`src/rtl/uart_tx_arbiter.sv`:
```
// Two-requester UART transmitter with round-robin arbitration.
// A grant captures the byte and owner, then one 8N1/8N2 frame is shifted out
// LSB first. Bit timing comes from rising edges of an external baud strobe.
module uart_tx_arbiter #(
  parameter int STOP_BITS = 1
) (
  input  logic       clk,
  input  logic       rst_n,
  input  logic       baud_tick,
  input  logic       req0,
  input  logic       req1,
  input  logic [7:0] data0,
  input  logic [7:0] data1,
  output logic       gnt0,
  output logic       gnt1,
  output logic       tx,
  output logic       busy,
  output logic       done,
  output logic       done_id
);

  typedef enum logic [2:0] {
    IDLE,
    ALIGN,
    START,
    DATA,
    STOP
  } state_e;

  // Value of the stop counter on the final stop bit (0 for one stop bit, 1 for two).
  localparam logic LAST_STOP = (STOP_BITS == 2);

  logic [1:0] rstSync_q;
  logic       tickPrev_q;
  state_e     state_q;
  logic [7:0] byte_q;
  logic [2:0] bitIdx_q;
  logic       stopCnt_q;
  logic       owner_q;
  logic       favour1_q;

  logic       bitEvent;
  logic       runEn;
  logic       pick1_d;

  // A held-high strobe counts only once, on its rising cycle.
  assign bitEvent = baud_tick & ~tickPrev_q;
  assign runEn    = rstSync_q[1];

  // Arbitration: on contention, favour1_q names the requester not granted last.
  always_comb begin
    pick1_d = req1;
    if (req0 && req1) begin
      pick1_d = favour1_q;
    end
  end

  // Reset release is synchronised so the FSM never leaves IDLE on a partial release.
  always_ff @(posedge clk or negedge rst_n) begin
    if (!rst_n) begin
      rstSync_q <= 2'b00;
    end else begin
      rstSync_q <= {rstSync_q[0], 1'b1};
    end
  end

  // Baud strobe history used for rising-edge event detection.
  always_ff @(posedge clk or negedge rst_n) begin
    if (!rst_n) begin
      tickPrev_q <= 1'b0;
    end else begin
      tickPrev_q <= baud_tick;
    end
  end

  // Frame FSM with registered grant, serial line, busy and completion outputs.
  always_ff @(posedge clk or negedge rst_n) begin
    if (!rst_n) begin
      state_q   <= IDLE;
      byte_q    <= 8'h00;
      bitIdx_q  <= 3'd0;
      stopCnt_q <= 1'b0;
      owner_q   <= 1'b0;
      favour1_q <= 1'b0;
      gnt0      <= 1'b0;
      gnt1      <= 1'b0;
      tx        <= 1'b1;
      busy      <= 1'b0;
      done      <= 1'b0;
      done_id   <= 1'b0;
    end else begin
      gnt0 <= 1'b0;
      gnt1 <= 1'b0;
      done <= 1'b0;
      case (state_q)
        IDLE: begin
          if (runEn && (req0 || req1)) begin
            gnt0      <= ~pick1_d;
            gnt1      <= pick1_d;
            byte_q    <= pick1_d ? data1 : data0;
            owner_q   <= pick1_d;
            favour1_q <= ~pick1_d;
            busy      <= 1'b1;
            state_q   <= ALIGN;
          end
        end
        ALIGN: begin
          if (bitEvent) begin
            tx      <= 1'b0;
            state_q <= START;
          end
        end
        START: begin
          if (bitEvent) begin
            tx       <= byte_q[0];
            bitIdx_q <= 3'd0;
            state_q  <= DATA;
          end
        end
        DATA: begin
          if (bitEvent) begin
            if (bitIdx_q == 3'd7) begin
              tx        <= 1'b1;
              stopCnt_q <= 1'b0;
              state_q   <= STOP;
            end else begin
              tx       <= byte_q[bitIdx_q + 3'd1];
              bitIdx_q <= bitIdx_q + 3'd1;
            end
          end
        end
        STOP: begin
          if (bitEvent) begin
            if (stopCnt_q == LAST_STOP) begin
              done    <= 1'b1;
              done_id <= owner_q;
              busy    <= 1'b0;
              state_q <= IDLE;
            end else begin
              stopCnt_q <= 1'b1;
            end
          end
        end
        default: begin
          state_q <= IDLE;
        end
      endcase
    end
  end

endmodule
```
`config.mk`:
```
export PLATFORM = sky130hd
export DESIGN_NAME = uart_tx_arbiter
export DESIGN_NICKNAME = d
export VERILOG_FILES = /design/src/rtl/uart_tx_arbiter.sv
export SDC_FILE = /design/constraint.sdc
export NUM_CORES = 1
export LEC_CHECK = 0
export BUFFER_PORTS_ARGS = -buffer_cell sky130_fd_sc_hd__buf_2
export CAP_MARGIN = 20
export CORE_MARGIN = 2
export CORE_UTILIZATION = 53
export DETAILED_ROUTE_END_ITERATION = 8
export PLACE_DENSITY = 0.79
export SETUP_SLACK_MARGIN = 0.3
export SYNTH_ARGS = -nofsm -noshare
export SYNTH_HDL_FRONTEND = slang
export SYNTH_SLANG_ARGS = --single-unit
```
`constraint.sdc`:
```
create_clock -name clk -period 2.08 [get_ports clk]
set_clock_uncertainty 0.15 [all_clocks]
set_input_delay 0.416 -clock clk [delete_from_list [all_inputs] [get_ports clk]]
set_output_delay 0.416 -clock clk [all_outputs]
set_load 0.05 [all_outputs]
```
Yosys cells after proc, flatten, opt, wreduce, memory -nomap -nowiden --
Cells that the tools add are included.
Word-level totals: register bits 26, input port bits 21, output and inout bits 6, logic and storage cells 85
Operators by class: add/sub/neg operators 1, $lt $le $gt $ge 1, equality and inequality tests 13, mux-type cells 37, bitwise gates (word level) 4, reductions and logical operators 15
Operators by type and width (number):
- 3-bit 2-to-1 mux | 10
- 1-bit 2-to-1 mux | 20
- 2-bit != test, second input constant | 8
- 4-bit AND reduction | 4
- 3-bit one-hot mux with 5 select lines | 1
- 8-bit 2-to-1 mux | 1
- 7-bit AND reduction | 1
- 3-bit by 2-bit equality test with 1-bit output, second input constant | 2
- 3-bit equality test, second input constant | 2
- 3-bit one-hot mux with 2 select lines | 1
- 2-bit nonzero test | 3
- 3-bit by 4-bit < comparator with 1-bit output, second input constant | 1
- 1-bit one-hot mux with 2 select lines | 2
- 3-bit by 1-bit adder with 3-bit output, second input constant | 1
- 1-bit binary-select mux with 3-bit select | 1
- 3-bit by 1-bit equality test with 1-bit output, second input constant | 1
- 3-bit logical NOT | 1
- 1-bit NOT | 3
- 1-bit one-hot mux with 3 select lines | 1
- 3-bit AND reduction | 1
- 3-bit nonzero test | 1
- 1-bit logical AND | 2
- 2-bit AND reduction | 1
- 1-bit bitwise AND | 1
- 1-bit logical OR | 1

Depth between registers and ports, before layout --
word-level depth 6, depth in mapped cells 6, gate-level depth less buffers 5

Worst setup path after synthesis --
No wires, ideal clock.
path type register to register, start register bitIdx_q[0], end register state_q[0], setup time 0.077 ns, data arrival time 1.410 ns, data required time 1.853 ns, setup slack 0.442 ns, cell stages (with the launch flop) 7, path buffers 1, clock period less this slack 1.638 ns, path through dfrtp_1 > ha_1 > ha_1 > clkbuf_1 > nand2b_1 > a31o_2 > a21oi_1
Between the ends: cells in the longest elaborated chain, start to end 3
RTL lines:
- start: declaration | line 37 | logic [2:0] bitIdx_q;
- start signal: assignment | line 128 | bitIdx_q <= bitIdx_q + 3'd1;
- 3-bit equality test | line 122 | if (bitIdx_q == 3'd7) begin
- 2-bit != test (no line)
- 7-bit AND reduction (no line)
- end signal: assignment | line 117 | state_q <= DATA;
- end signal: assignment | line 125 | state_q <= STOP;
- end signal: assignment | line 138 | state_q <= IDLE;
- end: declaration | line 35 | state_e state_q;
Every way passes these cells. A chain may end at the register's enable or synchronous reset.

Worst setup path after layout --
start register bitIdx_q[0], end register tx
Between the ends: cells in the longest elaborated chain, start to end 6, elaborated cells on any way between the ends 7, classes of those cells add/sub (1); eq/ne (1); mux (5)
RTL lines:
- 3-bit by 1-bit adder with 3-bit output | line 127 | tx <= byte_q[bitIdx_q + 3'd1];
- 1-bit binary-select mux with 3-bit select | line 127
- 1-bit 2-to-1 mux (implied by the code) | line 127
- 1-bit 2-to-1 mux * | line 122
- 1-bit 2-to-1 mux * | line 121 | if (bitEvent) begin
- 1-bit one-hot mux with 3 select lines * | line 95 | case (state_q)
- end signal: assignment | line 115 | tx <= byte_q[0];
- end signal: assignment | line 127
- end: declaration | line 16 | output logic tx,
Every way passes the cells marked *; elsewhere a longest branch is shown, timed or not. The select of a mux whose other input is x is not followed.

==> impl_metrics.env <==
export IMPL_clock_path_buffers=2
export IMPL_crit_path_max_incr_delay_ns=0.46
export IMPL_clock_latency_ns=0.33
export IMPL_p_int_w=0.00101
export IMPL_clockPowerShare=0.144
export IMPL_fin_util=0.655
export IMPL_setup_viol_count_final=0
export IMPL_cts_clk_slew_worst_paths_ns=0.15
export IMPL_coreArea_um2=2230
export IMPL_io_pins=27
export IMPL_p_switching_w=0.000573
export IMPL_synth_xor_area_frac=0
export IMPL_drtIter0Drc=16
export IMPL_first_pass_iters=4
export IMPL_grt_usage=0.213
export IMPL_max_cap_viol_count=0
export IMPL_setup_ws_ns=0.393
export IMPL_die_w_um=52.7
export IMPL_max_freq_mhz=593
export IMPL_top_layer="met4"
export IMPL_cp_max_fo=4
export IMPL_dp_final_hpwl_um=1830
export IMPL_cts_buffers_inserted=3
export IMPL_wl_met2_um=1250
export IMPL_finalMaxSlewViolations=0
export IMPL_cp_end_kind="flip-flop"
export IMPL_path_class="reg -> reg"
export IMPL_synth_nets=140
export IMPL_status="complete, no violations"
export IMPL_pwr_share_comb=0.378
export IMPL_period_share=0.811
export IMPL_dpl_instance_area_um2=1400
export IMPL_ant_nets=0
export IMPL_p_sw_frac=0.361
export IMPL_pre_cts_ws_ns=0.322
export IMPL_ys_top_cells_by_area="dfrtp_1 48%, a21oi_1 4.8%, nand3b_1 4.8%"
export IMPL_yosysTopAreaCell="dfrtp_1"
export IMPL_multi_input_area_um2=586
export IMPL_synth_top_family_by_area="compound AO/OA/AOI/OAI gates"
export IMPL_drt_wl_total_um=2550
export IMPL_p_total_w=0.00159
export IMPL_syn_area_per_cell_um2=10.7
export IMPL_antenna_found_initial=0
export IMPL_synthAdderAreaFrac=0.0199
export IMPL_syn_cell_area_um2=1250
export IMPL_rsz0062_at_grt="false"
export IMPL_min_period_ns=1.69
export IMPL_route_met3_wl_um=137
export IMPL_drc=0
export IMPL_grt_pass1_vias=972
export IMPL_ys_ff_latch=25
export IMPL_syn_inst=117
export IMPL_worst_pin_slew_ns=0.547
export IMPL_ys_seq_area_frac=0.500
export IMPL_design_area_um2=1460
export IMPL_yosys_area_top_type_share=0.479
export IMPL_layout_nets=169
export IMPL_drive_gt1_frac=0.317
export IMPL_cts_tree="yes"
export IMPL_hold_class="in -> reg"
export IMPL_cp_slowest_cell="dfrtp_2"
export IMPL_ir_worst_vdd_mv=0.587
export IMPL_startpoint_type="flip-flop"
export IMPL_die_area_um2=2770
export IMPL_via_per_inst=5.82
export IMPL_dr_total_vias=1006
export IMPL_antennaDiodeCount=0
export IMPL_powerDensity_nw_per_um2=1080
export IMPL_die_h_um=52.7
export IMPL_synth_compound_area_share=0.199
export IMPL_max_slew_margin=0.635
export IMPL_cts_root_buf="clkbuf_4"
export IMPL_p_leak_nw=0.676
export IMPL_cts_sinks=25
export IMPL_p_seq_frac=0.478
export IMPL_post_drt_wl_per_cell_um=14.7
export IMPL_fin_setup_tns_ns=0
export IMPL_wl_met1_um=1130
export IMPL_grt_max_degree=26
export IMPL_nFillCells=198
export IMPL_yosysUniqueCellTypes=35
export IMPL_start_util=0.562
export IMPL_port_buffers=26
export IMPL_num_rows=17
export IMPL_overflow=0
export IMPL_muxShareOfSynthArea=0.0788
export IMPL_yosysWarnings=0
export IMPL_path_cells="ha_2 -> ha_4 -> mux4_2 -> mux2i_1 -> a22oi_1"
export IMPL_cp_data_arrival_time_ns=1.79
export IMPL_place_congestion=0.760
export IMPL_htreeDepth=1
export IMPL_syn_to_final_growth_pct=16.6
export IMPL_cp_required_ns=2.19
export IMPL_grt_pass1_wl_um=4320
export IMPL_regArea_um2=628
export IMPL_hold_viol=0
export IMPL_synth_simple_area_share=0.157
==> power groups by stage <==
| stage | registers [W] | logic, W | clock network, W |
|---|---|---|---|
| finish | 0.000758 | 0.000600 | 0.000229 |
| floorplan | 0.000775 | 0.000393 | 0 |
| detailed placement | 0.000761 | 0.000555 | 0 |
| CTS | 0.000751 | 0.000558 | 0.000231 |
| global placement | 0.000749 | 0.000526 | 0 |
| global route | 0.000773 | 0.000681 | 0.000249 |
==> cells in the final DEF, fill, tap and decap left out, types with 4 or more instances in the layout <==
cell      instances
buf_2            26
dfrtp_1          23
a21oi_1          12
o21ai_0          10
nand3b_1          8
a31oi_1           8
inv_1             4
nor3_1            4
nand2_1           4
buf_4             4
==> worst max-delay path, delay by kind of cell (launching register included) <==
kind / cells / cell delay (ns)
adder cells (fa/ha/maj): 2 / 0.48
AO/OA/AOI/OAI: 1 / 0.10
multiplexers: 2 / 0.44
flip-flops: 1 / 0.46
==> logic make-up after synthesis <==
logic type | count (synthesis)
and+or+nand+nor | 31
muxes | 6
buffers and inverters | 11
adders and majority gates | 2
DFF | 25
other | 1
AOI/OAI and AO/OA | 41
==> repair_timing <==
item | in CTS | in global routing
endpoints found under the hold margin | 24 | 0
hold buffers | 1 | 0
resized for setup | 0 | 4
setup buffers | 0 | 1
setup endpoints to repair | 0 | 2
==> per-stage QoR <==
stage,hold slack [ns],instances
CTS,0.0624,172
finish,0.0673,173
detailed placement,0.193,167
global route,0.0569,173
global placement,0.183,167
floorplan,-0.0296,117
==> metal layers <==
metal	track usage	vias up
met1	0.282	477
met3	0.0257	4
met4	0.0769	0
met2	0.356	36
li1	-	489
met5	0	-
==> state kept, by name, summed over array words and instances (netlist names) <==
signal and count:
rstSync_q 2, bitIdx_q 3, tickPrev_q 1, tx 1, owner_q 1, gnt0 1
state_q 3, favour1_q 1, gnt1 1, done 1, byte_q 8, done_id 1
busy 1
==> path summary, 6_finish.rpt <==
kind	cells after the start	slack, ns	startpoint	endpoint
worst max register to register	5	0.39	bitIdx_q[0]	tx
worst max-delay path	5	0.39	bitIdx_q[0]	tx
worst min-delay path	1	0.07	baud_tick	tickPrev_q
worst min register to register	0	0.22	rstSync_q[0]	rstSync_q[1]
min in group asynchronous	2	0.43	rst_n	tickPrev_q
max in group asynchronous	2	0.95	rst_n	bitIdx_q[0]
==> Yosys cell counts <==
cell type,count
a22o_2,1
mux2i_1,2
mux2_4,1
nor3_1,4
a21o_1,1
o21ai_0,10
nand2b_1,2
clkbuf_1,2
a31o_2,1
conb_1,1
buf_2,4
dfstp_2,1
and2b_1,1
nand2_1,4
ha_1,2
buf_6,1
nor2b_1,2
o21a_1,1
nor2_1,3
a31oi_1,8
dfrtp_1,24
and4_1,1
o2bb2ai_1,3
nand3_1,2
a22oi_1,3
mux2_2,1
or3b_1,1
nor2b_2,1
and2_4,1
and4bb_2,1
a211oi_1,1
mux4_1,2
nand3b_1,8
a21oi_1,12
inv_1,4
==> final cells by class <==
cell class	instances	share of cell area
clock buffer	3	0.0154
clock inverter	1	0.00513
inverter	4	0.0103
multi-input combinational	81	0.400
sequential	25	0.429
tap	28	0.0239
timing repair buffer	31	0.116
No activity file was read; power rests on OpenSTA's default activity.
